==> config.mk <==
export PLATFORM = sky130hd
export DESIGN_NAME = write_dest_pipe
export DESIGN_NICKNAME = d
export VERILOG_FILES = /design/src/rtl/write_dest_pipe.sv
export SDC_FILE = /design/constraint.sdc
export NUM_CORES = 1
export LEC_CHECK = 0
export BUFFER_PORTS_ARGS = -buffer_cell sky130_fd_sc_hd__buf_2
export CAP_MARGIN = 10
export CORE_AREA = 5 5 54 56
export CTS_CLUSTER_DIAMETER = 100
export CTS_CLUSTER_SIZE = 28
export DETAILED_ROUTE_END_ITERATION = 7
export DIE_AREA = 0 0 59 61
export PLACE_DENSITY_LB_ADDON = 0.08
export SYNTH_ARGS = -nofsm -noshare
export SYNTH_HDL_FRONTEND = slang
export SYNTH_SLANG_ARGS = --single-unit
==> constraint.sdc <==
create_clock -name clk -period 1.2 [get_ports clk]
set_input_delay 0.06 -clock clk [delete_from_list [all_inputs] [get_ports clk]]
set_output_delay 0.06 -clock clk [all_outputs]
set_load 0.01 [all_outputs]
==> src/rtl/write_dest_pipe.sv <==
// rtl/write_dest_pipe.sv - destination-register select and writeback pipe with RAW hazard detect
module write_dest_pipe #(
    parameter int REG_AW   = 5,
    parameter int STAGES   = 3,
    parameter int LINK_REG = 31,
    parameter int CNT_W    = 2
) (
    input  logic              clk,
    input  logic              rst_n,
    input  logic              issue,
    input  logic              stall,
    input  logic              flush,
    input  logic [1:0]        RegDst,
    input  logic              RegWrite,
    input  logic [REG_AW-1:0] rt,
    input  logic [REG_AW-1:0] rd,
    input  logic [REG_AW-1:0] rs_q,
    input  logic [REG_AW-1:0] rt_q,
    output logic [REG_AW-1:0] dest_sel,
    output logic [REG_AW-1:0] WriteReg,
    output logic              wb_en,
    output logic              hazard_rs,
    output logic              hazard_rt,
    output logic [CNT_W-1:0]  pend_cnt
);

    logic [STAGES-1:0] r_valid;
    logic [REG_AW-1:0] r_addr [STAGES];
    logic [CNT_W-1:0]  r_pend;

    logic [REG_AW-1:0] w_dest_sel;
    logic              w_load_valid;
    logic [STAGES-1:0] w_valid_nxt;
    logic [CNT_W-1:0]  w_pend_nxt;
    logic              w_hit_rs;
    logic              w_hit_rt;

    always_comb begin
        w_dest_sel = '0;
        case (RegDst)
            2'd0:    w_dest_sel = rt;
            2'd1:    w_dest_sel = rd;
            2'd2:    w_dest_sel = REG_AW'(LINK_REG);
            default: w_dest_sel = '0;
        endcase
    end

    // $0 and RegDst=3 never produce an entry; flush discards a same-cycle issue
    assign w_load_valid = issue & ~stall & ~flush & RegWrite
                        & (RegDst != 2'd3) & (w_dest_sel != '0);

    always_comb begin
        w_valid_nxt    = '0;
        w_valid_nxt[0] = w_load_valid;
        for (int k = 1; k < STAGES; k++) begin
            w_valid_nxt[k] = r_valid[k-1] & ~flush;
        end
        w_pend_nxt = '0;
        for (int k = 0; k < STAGES; k++) begin
            w_pend_nxt = w_pend_nxt + CNT_W'(w_valid_nxt[k]);
        end
    end

    always_ff @(posedge clk or negedge rst_n) begin
        if (!rst_n) begin
            r_valid <= '0;
            r_pend  <= '0;
            for (int k = 0; k < STAGES; k++) begin
                r_addr[k] <= '0;
            end
        end else begin
            r_valid   <= w_valid_nxt;
            r_pend    <= w_pend_nxt;
            r_addr[0] <= w_dest_sel;
            for (int k = 1; k < STAGES; k++) begin
                r_addr[k] <= r_addr[k-1];
            end
        end
    end

    // Writeback stage is included: the register file does not forward same-cycle writes
    always_comb begin
        w_hit_rs = 1'b0;
        w_hit_rt = 1'b0;
        for (int k = 0; k < STAGES; k++) begin
            if (r_valid[k] && (r_addr[k] == rs_q)) w_hit_rs = 1'b1;
            if (r_valid[k] && (r_addr[k] == rt_q)) w_hit_rt = 1'b1;
        end
    end

    assign dest_sel  = w_dest_sel;
    assign WriteReg  = r_addr[STAGES-1];
    assign wb_en     = r_valid[STAGES-1];
    assign pend_cnt  = r_pend;
    assign hazard_rs = w_hit_rs & (rs_q != '0);
    assign hazard_rt = w_hit_rt & (rt_q != '0);

endmodule
* Word-level counts from Yosys, hierarchy flattened
Index checks and enable logic that the tools add are counted.
** Word-level totals
- Input port bits :: 28
- Flip-flop bits (word level) :: 20
- Output and inout bits :: 15
** Operators by class
- Bitwise logic cells :: 11
- Reductions and logical operators :: 10
- Equality and inequality tests :: 9
- Mux-type cells :: 7
- Add/sub/neg operators :: 2
** Operators with widths (count)
- $eq 5x5->1 :: 6
- $pmux 5 s3 :: 1
- $reduce_bool 5->1 :: 3
- $and 1x1->1 :: 9
- $logic_and 1x1->1 :: 6
- $mux 1 :: 6
- $add 1x1->2 :: 1
- $add 2x1->2 :: 1
- $eq 2x1->1 const B :: 1
- $eq 2x2->1 const B :: 1
- $logic_not 2->1 :: 1
- $ne 2x2->1 const B :: 1
- $not 1->1 :: 2

* Longest topological paths before layout
Gate-level depths: netlist of the first run.
- Word-level depth :: 8
- Gate-level depth with buffers :: 5
- Gate-level depth less buffers :: 5

* Worst setup path after synthesis of the first run
OpenSTA, ideal clock, no wires.
- Kind :: input to register
- Start :: in RegDst[1]
- End :: reg r_pend[0] (netlist: pend_cnt[0])
- Stages :: 5
- Required time :: 1064 ps
- Path buffers :: 0
- Setup time :: 136 ps
- Path slack :: -395 ps
- Arrival time :: 1459 ps
- Cell sequence :: and2b_4 > o2bb2ai_1 > or2_1 > o311a_1 > fa_1
** Between the ends
- Longest elaborated chain between the ends :: 6
** RTL lines
- start, declared :: RTL line 13 : input logic [1:0] RegDst,
- $eq 2x2->1, or another cell as far along :: RTL line 40 : case (RegDst)
- $pmux 5 s3 (*) :: RTL line 40
- net dest_sel[0] :: RTL line 19 : output logic [REG_AW-1:0] dest_sel,
- $reduce_bool 5->1 (*) :: RTL line 50 : & (RegDst != 2'd3) & (w_dest_sel != '0);
- $and 1x1->1 (*) :: RTL line 50
- net w_load_valid :: RTL line 32 : logic w_load_valid;
- $add 1x1->2 (*) :: RTL line 60 : w_pend_nxt = w_pend_nxt + CNT_W'(w_valid_nxt[k]);
- $add 2x1->2 (*) :: RTL line 60
- net w_pend_nxt[0] :: RTL line 34 : logic [CNT_W-1:0] w_pend_nxt;
- end signal, assigned :: RTL line 73 : r_pend <= w_pend_nxt;
- end, declared :: RTL line 29 : logic [CNT_W-1:0] r_pend;
Mark *: on every way through the listed nets, which the timed path passes. The rest lies on a longest branch.

* Worst setup path after layout of the first run
- Start :: reg r_addr, in the netlist WriteReg[3]
- End :: out hazard_rs
** Between the ends
- Longest elaborated chain between the ends :: 4
** RTL lines
- start, declared :: RTL line 28 : logic [REG_AW-1:0] r_addr [STAGES];
- start signal, assigned by index :: RTL line 76 : r_addr[k] <= r_addr[k-1];
- $eq 5x5->1 :: RTL line 86 : if (r_valid[k] && (r_addr[k] == rs_q)) w_hit_rs = 1'b1;
- $logic_and 1x1->1 :: RTL line 86
- $mux 1 :: RTL line 86
- $and 1x1->1 :: RTL line 95 : assign hazard_rs = w_hit_rs & (rs_q != '0);
- end, declared :: RTL line 22 : output logic hazard_rs,
Every way passes these cells.

==> qor.log, run 1 <==
INFO  outcome        outcome=finished, violations left
INFO  outcome        failed_checks=negative setup slack
INFO  cts            cts_root_buffer=sky130_fd_sc_hd__clkbuf_4
INFO  cts            clock_tree_from_tritoncts=built
INFO  yosys          post_synthesis_sequential_element_count=20
INFO  yosys          synth_top_cells_by_area=sky130_fd_sc_hd__dfrtp_1 47%, sky130_fd_sc_hd__xor2_1 20%, sky130_fd_sc_hd__xnor2_1 4.9%
INFO  cts            path_clk_slew=100ps
INFO  yosys          synth_largest_area_cell=sky130_fd_sc_hd__dfrtp_1
INFO  worst_hold_path worstHoldPathCells=3
INFO  yosys          synth.top_cell.area_share=47.1%
INFO  final_layout   n_antenna_cell=0
INFO  timing         layout_setup_ws=-493ps
INFO  final_layout   fillCellCount=200
INFO  cts            clk-insertion-delay-late=290ps
INFO  die            die_height=61um
INFO  setup_path     r2r_start=r_valid[0]$_DFF_PN0_
INFO  routing        drt-wirelength-per-cell=14.0um
INFO  placement      portBuffers=42
INFO  timing         finalSetupViolations=3
INFO  global_route   gr-usage-all-layers=16.0%
INFO  worst_hold_path min_delay_src=flush
INFO  yosys          syn_avg_cell_area=11.2um^2
INFO  setup_path     crit_arrival=1630ps
INFO  placement      place.gp.congestion=0.797
INFO  routing        routed_wl=2.56mm
INFO  die            initial_core_utilization=44.5%
INFO  yosys          ys_async_sr_fraction=100%
INFO  cts            tritoncts_num_sinks=20
INFO  power_and_ir_drop power_leakage=0.740nW
INFO  yosys          synth-edff-count=0
INFO  routing        drt_pass1_iterations=2
INFO  timing         final_hold_viol_count=0
INFO  timing         final.min_clock_period=1690ps
INFO  timing         timing_max_transition_violations_final=0
INFO  power_and_ir_drop powerDensity=987nW/um^2
INFO  routing        via_count=905
INFO  final_layout   drive_above_1_share=47.7%
INFO  setup_path     reg2reg_depth=2
INFO  yosys          syn_area=1060um^2
INFO  die            die_width=59um
INFO  yosys          top_cells_by_instance_count_after_synthesis=24 x sky130_fd_sc_hd__xor2_1, 20 x sky130_fd_sc_hd__dfrtp_1, 7 x sky130_fd_sc_hd__nor2_1
INFO  timing         clock-skew-final=0.586ps
INFO  power_and_ir_drop vdd_ir_drop_max=0.000637V
INFO  yosys          synth.lib_cells_used.distinct=24
INFO  die            die_area=3600um^2
INFO  setup_path     critical_path_peak_fanout=3
INFO  worst_hold_path min-delay-path-class=input port to flip-flop
INFO  yosys          yosysSeqAreaShare=47.1%
INFO  setup_path     critPathLaunchType=flip-flop
INFO  yosys          synth-warning-count=0
INFO  die            top_level_ports=43
INFO  global_route   grt_start_max_net_pins=21
INFO  global_route   first_pass_grt_wire_length=4.29mm
INFO  yosys          synth_fp_nets=124
INFO  setup_path     critPathCaptureType=output pin
INFO  timing         whs=58.4ps
INFO  setup_path     crit_type=flip-flop to output pin
INFO  final_layout   area_growth_syn_to_layout=43.4%
INFO  timing         worstMarginPinSlew=427ps
INFO  die            placement_rows=18
INFO  routing        detail_route.iter0.violations=14
INFO  global_route   globalRoute.totalOverflow=0
INFO  cts            htree_num_levels=1
INFO  cts            ctsLongestPathBuffers=2
INFO  timing         final.period_utilization=141%
INFO  die            core_area=2390um^2
INFO  cts            cts_buffer_count=3
INFO  final_layout   nNetsFinal=183
INFO  setup_path     required_time_of_the_critical_path=1140ps
INFO  global_route   first_global_vias=1,021
INFO  timing         max_freq=0.591GHz
INFO  global_route   antenna_found_initial=0
INFO  timing         max_slew_margin=71.5%
INFO  routing        via_density_per_instance=4.95
INFO  yosys          dominantRegCellSynth=sky130_fd_sc_hd__dfrtp_1
INFO  yosys          synth_cells=95
INFO  timing         grt_setup_unrepaired=yes
INFO  job            maxCapViolations=0
INFO  final_layout   fin_util=63.9%
INFO  timing         setup_total_negative_slack=-1090ps
INFO  setup_path     worstSetupStartpoint=WriteReg[3]$_DFF_PN0_
INFO  routing        drtAntennaViolNets=0
INFO  routing        post-route-drc-count=0
INFO  yosys          post-synth-top-count-cell=sky130_fd_sc_hd__xor2_1
INFO  placement      detailed_place_hpwl=2.14mm
==> what timing repair did <==
action	4_1_cts	5_1_grt
pin swaps	16	3
cloned	0	0
gates resized for setup	7	3
hold endpoints to repair	20	0
endpoints found under the setup margin	4	4
buffers inserted	2	0
hold buffers	1	0
==> cell families after synthesis <==
family                   count (synthesis)  share of synthesized area (%)
XOR/XNOR                                30                           24.7
AND/OR/NAND/NOR                         27                           14.2
flip-flops                              20                           47.1
AO/OA/AOI/OAI                           11                           8.24
buffers and inverters                    6                           3.88
adder cells (fa/ha/maj)                  1                           1.88
==> metal layers <==
metal / GRT usage (%) / wire (um) / up-vias
li1: - / - / 439
met1: 18.3 / 1000 / 425
met2: 27.9 / 1300 / 37
met3: 3.19 / 215 / 4
met4: 9.39 / 45 / 0
met5: 0 / 0 / -
==> state kept, by name, indices dropped and copies added, names as in the netlist <==
name	flops
r_addr	10
WriteReg	5
pend_cnt	2
r_valid	3
==> final timing paths <==
check | endpoint | slack [ps]
min reg2reg | r_addr[6]$_DFF_PN0_ | 450
max | hazard_rs | -490
max reg2reg | pend_cnt[0]$_DFF_PN0_ | -20
min in group asynchronous | pend_cnt[0]$_DFF_PN0_ | 240
max in group asynchronous | r_addr[13]$_DFF_PN0_ | 670
min | r_valid[1]$_DFF_PN0_ | 60
==> per-stage QoR <==
stage	cells	worst slack, ps	total power [W]	instance area, um^2
floorplan	95	-266	0.000940	1100
global placement	176	-452	0.00111	1410
detailed placement	176	-537	0.00112	1410
CTS	183	-511	0.00152	1510
global route	183	-597	0.00160	1530
finish	183	-493	0.00151	1530
==> power by group <==
| part | switching (W) | internal [W] |
|---|---|---|
| logic | 0.000187 | 0.000195 |
| clock network | 0.000184 | 0.000185 |
| registers | 0.0000395 | 0.000717 |
| total | 0.000410 | 0.00110 |
==> cell type report <==
class | count | area (um^2) | share of cell area, %
clock buffer | 4 | 36.3 | 2.38
tap | 30 | 37.5 | 2.46
timing repair buffer | 59 | 350 | 23.0
multi-input combinational | 69 | 597 | 39.1
inverter | 1 | 3.75 | 0.246
sequential | 20 | 500 | 32.8
==> placed cells by master (no fill, tap or decap), types with 3 or more instances in the layout <==
cell type,count
sky130_fd_sc_hd__buf_2,41
sky130_fd_sc_hd__buf_4,16
sky130_fd_sc_hd__clkbuf_4,3
sky130_fd_sc_hd__dfrtp_1,20
sky130_fd_sc_hd__nand2_1,3
sky130_fd_sc_hd__nor2_1,7
sky130_fd_sc_hd__nor4_2,5
sky130_fd_sc_hd__xnor2_1,6
sky130_fd_sc_hd__xor2_1,24
==> worst max-delay path: stages, from the launching register on <==
cell	delay [ps]
sky130_fd_sc_hd__dfrtp_1	420
sky130_fd_sc_hd__xor2_1	160
sky130_fd_sc_hd__nor4_2	360
sky130_fd_sc_hd__nand3_1	130
sky130_fd_sc_hd__a21oi_1	140
sky130_fd_sc_hd__buf_2	140
No activity file was read; power rests on OpenSTA's default activity.
==> inputs of run 2 (changes only) <==
--- a/config.mk
+++ b/config.mk
@@ -9,3 +9,3 @@
 export CAP_MARGIN = 10
-export CORE_AREA = 5 5 54 56
+export CORE_AREA = 2 2 51 53
 export CTS_CLUSTER_DIAMETER = 100
@@ -13,3 +13,3 @@
 export DETAILED_ROUTE_END_ITERATION = 7
-export DIE_AREA = 0 0 59 61
+export DIE_AREA = 0 0 53 55
 export PLACE_DENSITY_LB_ADDON = 0.08
==> constraint.sdc (replaced) <==
create_clock -name clk -period 1.6 [get_ports clk]
set_input_delay 0.32 -clock clk [delete_from_list [all_inputs] [get_ports clk]]
set_output_delay 0.32 -clock clk [all_outputs]
set_load 0.01 [all_outputs]
==> qor.log, run 2 (synthesis results as in run 1) <==
INFO  cts            cts_buffer_count=3
INFO  global_route   first_global_vias=897
INFO  setup_path     required_time_of_the_critical_path=1280ps
INFO  final_layout   drive_above_1_share=42.3%
INFO  final_layout   largest_register_ffs=10
INFO  timing         clock-skew-final=0.317ps
INFO  setup_path     critPathLaunchType=flip-flop
INFO  final_layout   layout_common_cells=41 x sky130_fd_sc_hd__buf_2, 24 x sky130_fd_sc_hd__xor2_1, 20 x sky130_fd_sc_hd__dfrtp_1, 12 x sky130_fd_sc_hd__buf_4, 7 x sky130_fd_sc_hd__nor2_1
INFO  timing         timing_max_transition_violations_final=0
INFO  job            maxCapViolations=0
INFO  power_and_ir_drop power_leakage=0.719nW
INFO  worst_hold_path min-delay-path-class=input port to flip-flop
INFO  power_and_ir_drop powerDensity=763nW/um^2
INFO  routing        drt-wirelength-per-cell=14.0um
INFO  cts            ctsLongestPathBuffers=2
INFO  setup_path     reg2reg_slack=410ps
INFO  global_route   grt_start_max_net_pins=21
INFO  outcome        outcome=finished, violations left
INFO  timing         final.period_utilization=121%
INFO  setup_path     critPathCaptureType=output pin
INFO  routing        drtAntennaViolNets=0
INFO  setup_path     critical_path_peak_fanout=3
INFO  die            die_area=2920um^2
INFO  worst_hold_path min_delay_src=flush
INFO  die            die_height=55um
INFO  placement      placed_area=1390um^2
INFO  timing         final.min_clock_period=1930ps
INFO  placement      place_ws=-361ps
INFO  setup_path     crit_arrival=1610ps
INFO  timing         whs=243ps
INFO  outcome        failed_checks=negative setup slack
INFO  routing        post-route-drc-count=0
INFO  worst_hold_path timing.hold.worst_endpoint=r_valid[1]$_DFF_PN0_
INFO  final_layout   nNetsFinal=179
INFO  placement      place.gp.congestion=0.824
INFO  setup_path     crit_type=flip-flop to output pin
INFO  routing        drt_pass1_iterations=4
INFO  routing        detail_route.iter0.violations=6
INFO  timing         max_freq=0.518GHz
INFO  die            top_level_ports=43
INFO  cts            tritoncts_num_sinks=20
INFO  final_layout   area_growth_syn_to_layout=37.3%
INFO  cts            cts_root_buffer=sky130_fd_sc_hd__clkbuf_4
INFO  die            core_area=2360um^2
INFO  final_layout   most_flop_heavy_register=r_addr
INFO  die            die_width=53um
INFO  cts            htree_num_levels=1
INFO  timing         grt_setup_unrepaired=yes
INFO  power_and_ir_drop vdd_ir_drop_max=0.000555V
INFO  global_route   globalRoute.totalOverflow=0
INFO  placement      portBuffers=42
INFO  cts            path_clk_slew=110ps
INFO  final_layout   layout.cells.most_common=sky130_fd_sc_hd__buf_2
INFO  timing         worstMarginPinSlew=432ps
INFO  cts            clock_tree_from_tritoncts=built
INFO  global_route   first_pass_grt_wire_length=3.96mm
INFO  routing        via_density_per_instance=4.97
INFO  placement      detailed_place_hpwl=2.02mm
INFO  global_route   gr-usage-all-layers=19.8%
INFO  final_layout   n_antenna_cell=0
INFO  setup_path     reg2reg_depth=2
INFO  final_layout   layout.cell_area.non_filler=1460um^2
INFO  cts            clk-insertion-delay-late=290ps
INFO  routing        routed_wl=2.50mm
INFO  setup_path     crit-reg2reg-capture=pend_cnt[0]$_DFF_PN0_
INFO  timing         layout_setup_ws=-331ps
INFO  routing        via_count=889
INFO  timing         max_slew_margin=71.2%
INFO  timing         final_hold_viol_count=0
INFO  setup_path     r2r_start=r_valid[1]$_DFF_PN0_
INFO  die            initial_core_utilization=45.0%
INFO  timing         finalSetupViolations=2
INFO  global_route   antenna_found_initial=0
INFO  die            placement_rows=18
INFO  worst_hold_path worstHoldPathCells=2
==> run 2: cell count changes in the layout (fill, tap and decap cells not counted) <==
| cell | delta |
|---|---|
| sky130_fd_sc_hd__buf_6 | +1 |
| sky130_fd_sc_hd__fa_2 | -1 |
| sky130_fd_sc_hd__nor4_1 | +4 |
| sky130_fd_sc_hd__a21oi_1 | +1 |
| sky130_fd_sc_hd__a21oi_2 | -1 |
| sky130_fd_sc_hd__buf_8 | -1 |
| sky130_fd_sc_hd__fa_1 | +1 |
| sky130_fd_sc_hd__nor4_2 | -4 |
| sky130_fd_sc_hd__buf_4 | -4 |
==> run 2: how the worst max path moves through the flow <==
stage | end | from | slack, ps | cells after the start
2_1_floorplan | pend_cnt[0]$_DFF_PN0_ | RegDst[1] | -130 | 5
3_3_place_gp | pend_cnt[0]$_DFF_PN0_ | RegDst[1] | -310 | 6
3_5_place_dp | pend_cnt[0]$_DFF_PN0_ | RegDst[1] | -360 | 6
4_1_cts | hazard_rt | WriteReg[4]$_DFF_PN0_ | -320 | 5
5_1_grt | hazard_rs | r_addr[7]$_DFF_PN0_ | -440 | 5
6_report | hazard_rs | WriteReg[3]$_DFF_PN0_ | -330 | 5
==> run 2: metal layers <==
metal | track usage (%) | wire length, um | up-vias
li1 | - | - | 431
met1 | 21.3 | 1010 | 418
met2 | 37.9 | 1320 | 38
met3 | 4.03 | 165 | 2
met4 | 7.69 | 12 | 0
met5 | 0 | 0 | -
==> run 2: power by group <==
part           internal [W]  switching [W]
logic              0.000133       0.000124
registers          0.000538      0.0000341
clock network      0.000139       0.000147
total              0.000809       0.000305
==> run 2: cell type report <==
cell class / count / area (um^2)
clock buffers: 4 / 36.3
fillers: 208 / 905
inverters: 1 / 3.75
multi-input cells: 69 / 566
flip-flops and latches: 20 / 500
well taps: 30 / 37.5
repair buffers: 55 / 317
==> run 2: worst max-delay path: stages (launching register included) <==
cell and delay (ps):
sky130_fd_sc_hd__dfrtp_1 430, sky130_fd_sc_hd__xor2_1 150, sky130_fd_sc_hd__nor4_1 320, sky130_fd_sc_hd__nand3_1 120, sky130_fd_sc_hd__a21oi_1 150, sky130_fd_sc_hd__buf_2 150
==> run 2: timing repair <==
action,in CTS,in global routing
hold buffers,1,0
setup buffers,1,0
setup endpoints to repair,3,3
endpoints found under the hold margin,20,0
resized for setup,3,1
pin swaps,12,8
==> run 2: per-stage QoR <==
step                instances  util (%)  TNS (ps)  total power (W)
global placement          173      58.7      -614         0.000823
global route              179      61.7      -867          0.00118
CTS                       179      61.5      -616          0.00112
finish                    179      61.7      -613          0.00111
detailed placement        173      58.7      -716         0.000830
floorplan                  95         -      -181         0.000705
==> inputs of run 3 (changes only) <==
--- a/config.mk
+++ b/config.mk
@@ -7,5 +7,6 @@
 export LEC_CHECK = 0
+export ABC_AREA = 1
 export BUFFER_PORTS_ARGS = -buffer_cell sky130_fd_sc_hd__buf_2
 export CAP_MARGIN = 10
-export CORE_AREA = 2 2 51 53
+export CORE_AREA = 2 2 54 56
 export CTS_CLUSTER_DIAMETER = 100
@@ -13,4 +14,4 @@
 export DETAILED_ROUTE_END_ITERATION = 7
-export DIE_AREA = 0 0 53 55
-export PLACE_DENSITY_LB_ADDON = 0.08
+export DIE_AREA = 0 0 56 58
+export PLACE_DENSITY = 0.78
 export SYNTH_ARGS = -nofsm -noshare
--- a/constraint.sdc
+++ b/constraint.sdc
@@ -3,2 +3,2 @@
 set_output_delay 0.32 -clock clk [all_outputs]
-set_load 0.01 [all_outputs]
+set_load 0.1 [all_outputs]
==> qor.log, run 3 <==
INFO  outcome        outcome=finished, violations left
INFO  outcome        failed_checks=negative setup slack
INFO  final_layout   area_growth_syn_to_layout=34.4%
INFO  final_layout   most_flop_heavy_register=r_addr
INFO  cts            cts_root_buffer=sky130_fd_sc_hd__clkbuf_4
INFO  timing         clock-skew-final=0.595ps
INFO  yosys          syn_avg_cell_area=6.16um^2
INFO  yosys          dominantRegCellSynth=sky130_fd_sc_hd__dfrtp_1
INFO  final_layout   nNetsFinal=280
INFO  worst_hold_path timing.hold.worst_endpoint=r_valid[2]$_DFF_PN0_
INFO  global_route   first_global_vias=1,248
INFO  placement      portBuffers=42
INFO  die            core_area=2660um^2
INFO  timing         setup_total_negative_slack=-414ps
INFO  cts            path_clk_slew=110ps
INFO  final_layout   layout.cells.most_common=sky130_fd_sc_hd__nand2_1
INFO  routing        detail_route.iter0.violations=31
INFO  placement      place.gp.congestion=0.880
INFO  setup_path     crit_type=flip-flop to output pin
INFO  die            placement_rows=19
INFO  yosys          synth_top_cells_by_area=sky130_fd_sc_hd__dfrtp_1 40%, sky130_fd_sc_hd__nand2_1 28%, sky130_fd_sc_hd__nor2_1 8.6%
INFO  power_and_ir_drop p_sw_share=38.4%
INFO  timing         layout_setup_ws=-207ps
INFO  job            maxCapViolations=0
INFO  power_and_ir_drop seq_power_share=43.2%
INFO  placement      placed_cells_incl_taps=275
INFO  setup_path     crit_arrival=1490ps
INFO  yosys          synth_cells=205
INFO  yosys          ys_async_sr_fraction=100%
INFO  yosys          synth-edff-count=0
INFO  routing        drt_pass1_iterations=4
INFO  cts            cts_buffer_count=3
INFO  final_layout   drive_above_1_share=34.8%
INFO  yosys          syn_area=1260um^2
INFO  final_layout   layout_common_cells=89 x sky130_fd_sc_hd__nand2_1, 35 x sky130_fd_sc_hd__buf_2, 24 x sky130_fd_sc_hd__nor2_1, 22 x sky130_fd_sc_hd__inv_2, 19 x sky130_fd_sc_hd__dfrtp_1
INFO  yosys          yosysSeqAreaShare=39.6%
INFO  die            die_area=3250um^2
INFO  routing        drt-wirelength-per-cell=10.4um
INFO  power_and_ir_drop power_switching=0.000507W
INFO  routing        post-route-drc-count=0
INFO  placement      detailed_place_hpwl=2.35mm
INFO  timing         final.min_clock_period=1810ps
INFO  final_layout   instances_no_fill=281
INFO  setup_path     critPathCaptureType=output pin
INFO  timing         final.period_utilization=113%
INFO  cts            tritoncts_num_sinks=20
INFO  global_route   gr-usage-all-layers=19.1%
INFO  global_route   antenna_found_initial=0
INFO  power_and_ir_drop p_clk_share=21.8%
INFO  setup_path     critPathLaunchType=flip-flop
INFO  die            top_level_ports=43
INFO  power_and_ir_drop powerDensity=779nW/um^2
INFO  yosys          synth.lib_cells_used.distinct=12
INFO  final_layout   largest_register_ffs=10
INFO  power_and_ir_drop vdd_ir_drop_max=0.000677V
INFO  timing         worstMarginPinSlew=483ps
INFO  setup_path     reg2reg_slack=460ps
INFO  yosys          synth_largest_area_cell=sky130_fd_sc_hd__dfrtp_1
INFO  yosys          synth_fp_nets=234
INFO  yosys          top_cells_by_instance_count_after_synthesis=93 x sky130_fd_sc_hd__nand2_1, 29 x sky130_fd_sc_hd__nor2_1, 23 x sky130_fd_sc_hd__inv_1
INFO  power_and_ir_drop power.internal=0.000815W
INFO  timing         max_freq=0.553GHz
INFO  worst_hold_path worstHoldPathCells=2
INFO  global_route   globalRoute.totalOverflow=0
INFO  setup_path     r2r_start=r_valid[0]$_DFF_PN0_
INFO  yosys          synth.top_cell.area_share=39.6%
INFO  setup_path     cpMaxStageDelayCell=sky130_fd_sc_hd__dfrtp_1
INFO  power_and_ir_drop power_leakage=0.987nW
INFO  yosys          post-synth-top-count-cell=sky130_fd_sc_hd__nand2_1
INFO  die            initial_core_utilization=47.4%
INFO  timing         grt_setup_unrepaired=yes
INFO  setup_path     reg2reg_depth=3
INFO  setup_path     critical_path_peak_fanout=3
INFO  timing         timing_max_transition_violations_final=0
INFO  setup_path     critical_path.cell_chain=inv_2 -> nand2_1 -> o21ai_1 -> nor2_1 -> nand3_1 -> nand3_2 -> nand2_2 -> clkinvlp_4 -> buf_12
INFO  cts            ctsLongestPathBuffers=2
INFO  setup_path     required_time_of_the_critical_path=1280ps
INFO  setup_path     crit-reg2reg-capture=pend_cnt[0]$_DFF_PN0_
INFO  routing        via_count=1,337
INFO  worst_hold_path min-delay-path-class=input port to flip-flop
INFO  timing         finalSetupViolations=2
INFO  yosys          post_synthesis_sequential_element_count=20
INFO  cts            clock_tree_from_tritoncts=built
INFO  routing        drtAntennaViolNets=0
INFO  routing        routed_wl=2.92mm
INFO  global_route   grt_start_max_net_pins=21
INFO  power_and_ir_drop combPwrFrac=34.9%
INFO  worst_hold_path min_delay_src=flush
INFO  die            die_height=58um
INFO  timing         max_slew_margin=68.0%
INFO  setup_path     timing.critical_path.slowest_cell_delay=420ps
INFO  final_layout   n_antenna_cell=0
INFO  final_layout   fillCellCount=266
INFO  cts            htree_num_levels=1
INFO  timing         final_hold_viol_count=0
INFO  routing        via_density_per_instance=4.76
INFO  global_route   first_pass_grt_wire_length=4.91mm
INFO  yosys          synth-warning-count=0
INFO  cts            clk-insertion-delay-late=290ps
INFO  die            die_width=56um
-- run 3: worst max-delay path by stage --
stage | from | endpoint | slack (ps) | depth (start not counted)
after floorplan | r_valid[2]$_DFF_PN0_ | hazard_rs | -80 | 6
after global placement | RegDst[1] | pend_cnt[0]$_DFF_PN0_ | -40 | 8
after detailed placement | RegDst[1] | pend_cnt[0]$_DFF_PN0_ | -90 | 8
after CTS | r_addr[13]$_DFF_PN0_ | hazard_rt | -210 | 9
after global routing | r_addr[7]$_DFF_PN0_ | hazard_rt | -310 | 8
final | r_addr[10]$_DFF_PN0_ | hazard_rs | -210 | 9
-- run 3: kinds of logic (layout without fill, tap and decap cells) --
family          Yosys count  in the layout  share of synthesized area [%]
buf+inv                  40             85                           13.4
flops                    20             20                           39.6
compound gates            8              8                           3.47
simple gates            136            136                           41.9
fa+ha+maj                 1              1                           1.59
-- run 3: what timing repair did --
| item | in CTS | in global routing |
|---|---|---|
| buffers inserted | 0 | 1 |
| setup endpoints to repair | 2 | 2 |
| hold buffers | 1 | 0 |
| gates resized for setup | 4 | 18 |
| pin swaps | 4 | 13 |
| endpoints found under the hold margin | 20 | 0 |
-- run 3: final cells by class --
| class | count | area, um^2 | area share (%) |
|---|---|---|---|
| Inverter | 35 | 139 | 8.19 |
| Tap cell | 31 | 38.8 | 2.29 |
| Multi-Input combinational cell | 145 | 631 | 37.2 |
| Sequential cell | 20 | 504 | 29.7 |
| Clock buffer | 4 | 36.3 | 2.14 |
| Timing Repair Buffer | 46 | 348 | 20.5 |
-- run 3: through the flow --
stage	util, %	area (um^2)	hold slack [ps]	setup slack (ps)	power, W
after floorplan	-	1270	24.4	-81.8	0.000885
after global placement	60.3	1610	292	-40.5	0.00102
after detailed placement	60.3	1610	295	-89.8	0.00103
after CTS	62.3	1660	214	-207	0.00132
after global routing	63.7	1700	225	-313	0.00140
final	63.7	1700	223	-207	0.00132
-- run 3: metal layers --
layer / global-route usage [%] / vias up / part of all wire [%]
li1: - / 691 / -
met1: 23.1 / 594 / 44
met2: 33.4 / 46 / 47
met3: 3.13 / 6 / 6.3
met4: 9.18 / 0 / 1.8
met5: 0 / - / 0
-- run 3: worst max-delay path, delay by kind of cell (launching register included) --
family                 cells  cell delay [ps]
buffers and inverters      3              340
AOI/OAI and AO/OA          1               80
DFF                        1              420
and+or+nand+nor            5              350
-- run 3: power groups by stage --
stage | Sequential [W] | Clock [W] | Combinational, W
2_1_floorplan | 0.000582 | 0 | 0.000303
3_3_place_gp | 0.000577 | 0 | 0.000446
3_5_place_dp | 0.000579 | 0 | 0.000449
4_1_cts | 0.000569 | 0.000298 | 0.000453
5_1_grt | 0.000577 | 0.000321 | 0.000503
6_report | 0.000572 | 0.000289 | 0.000462
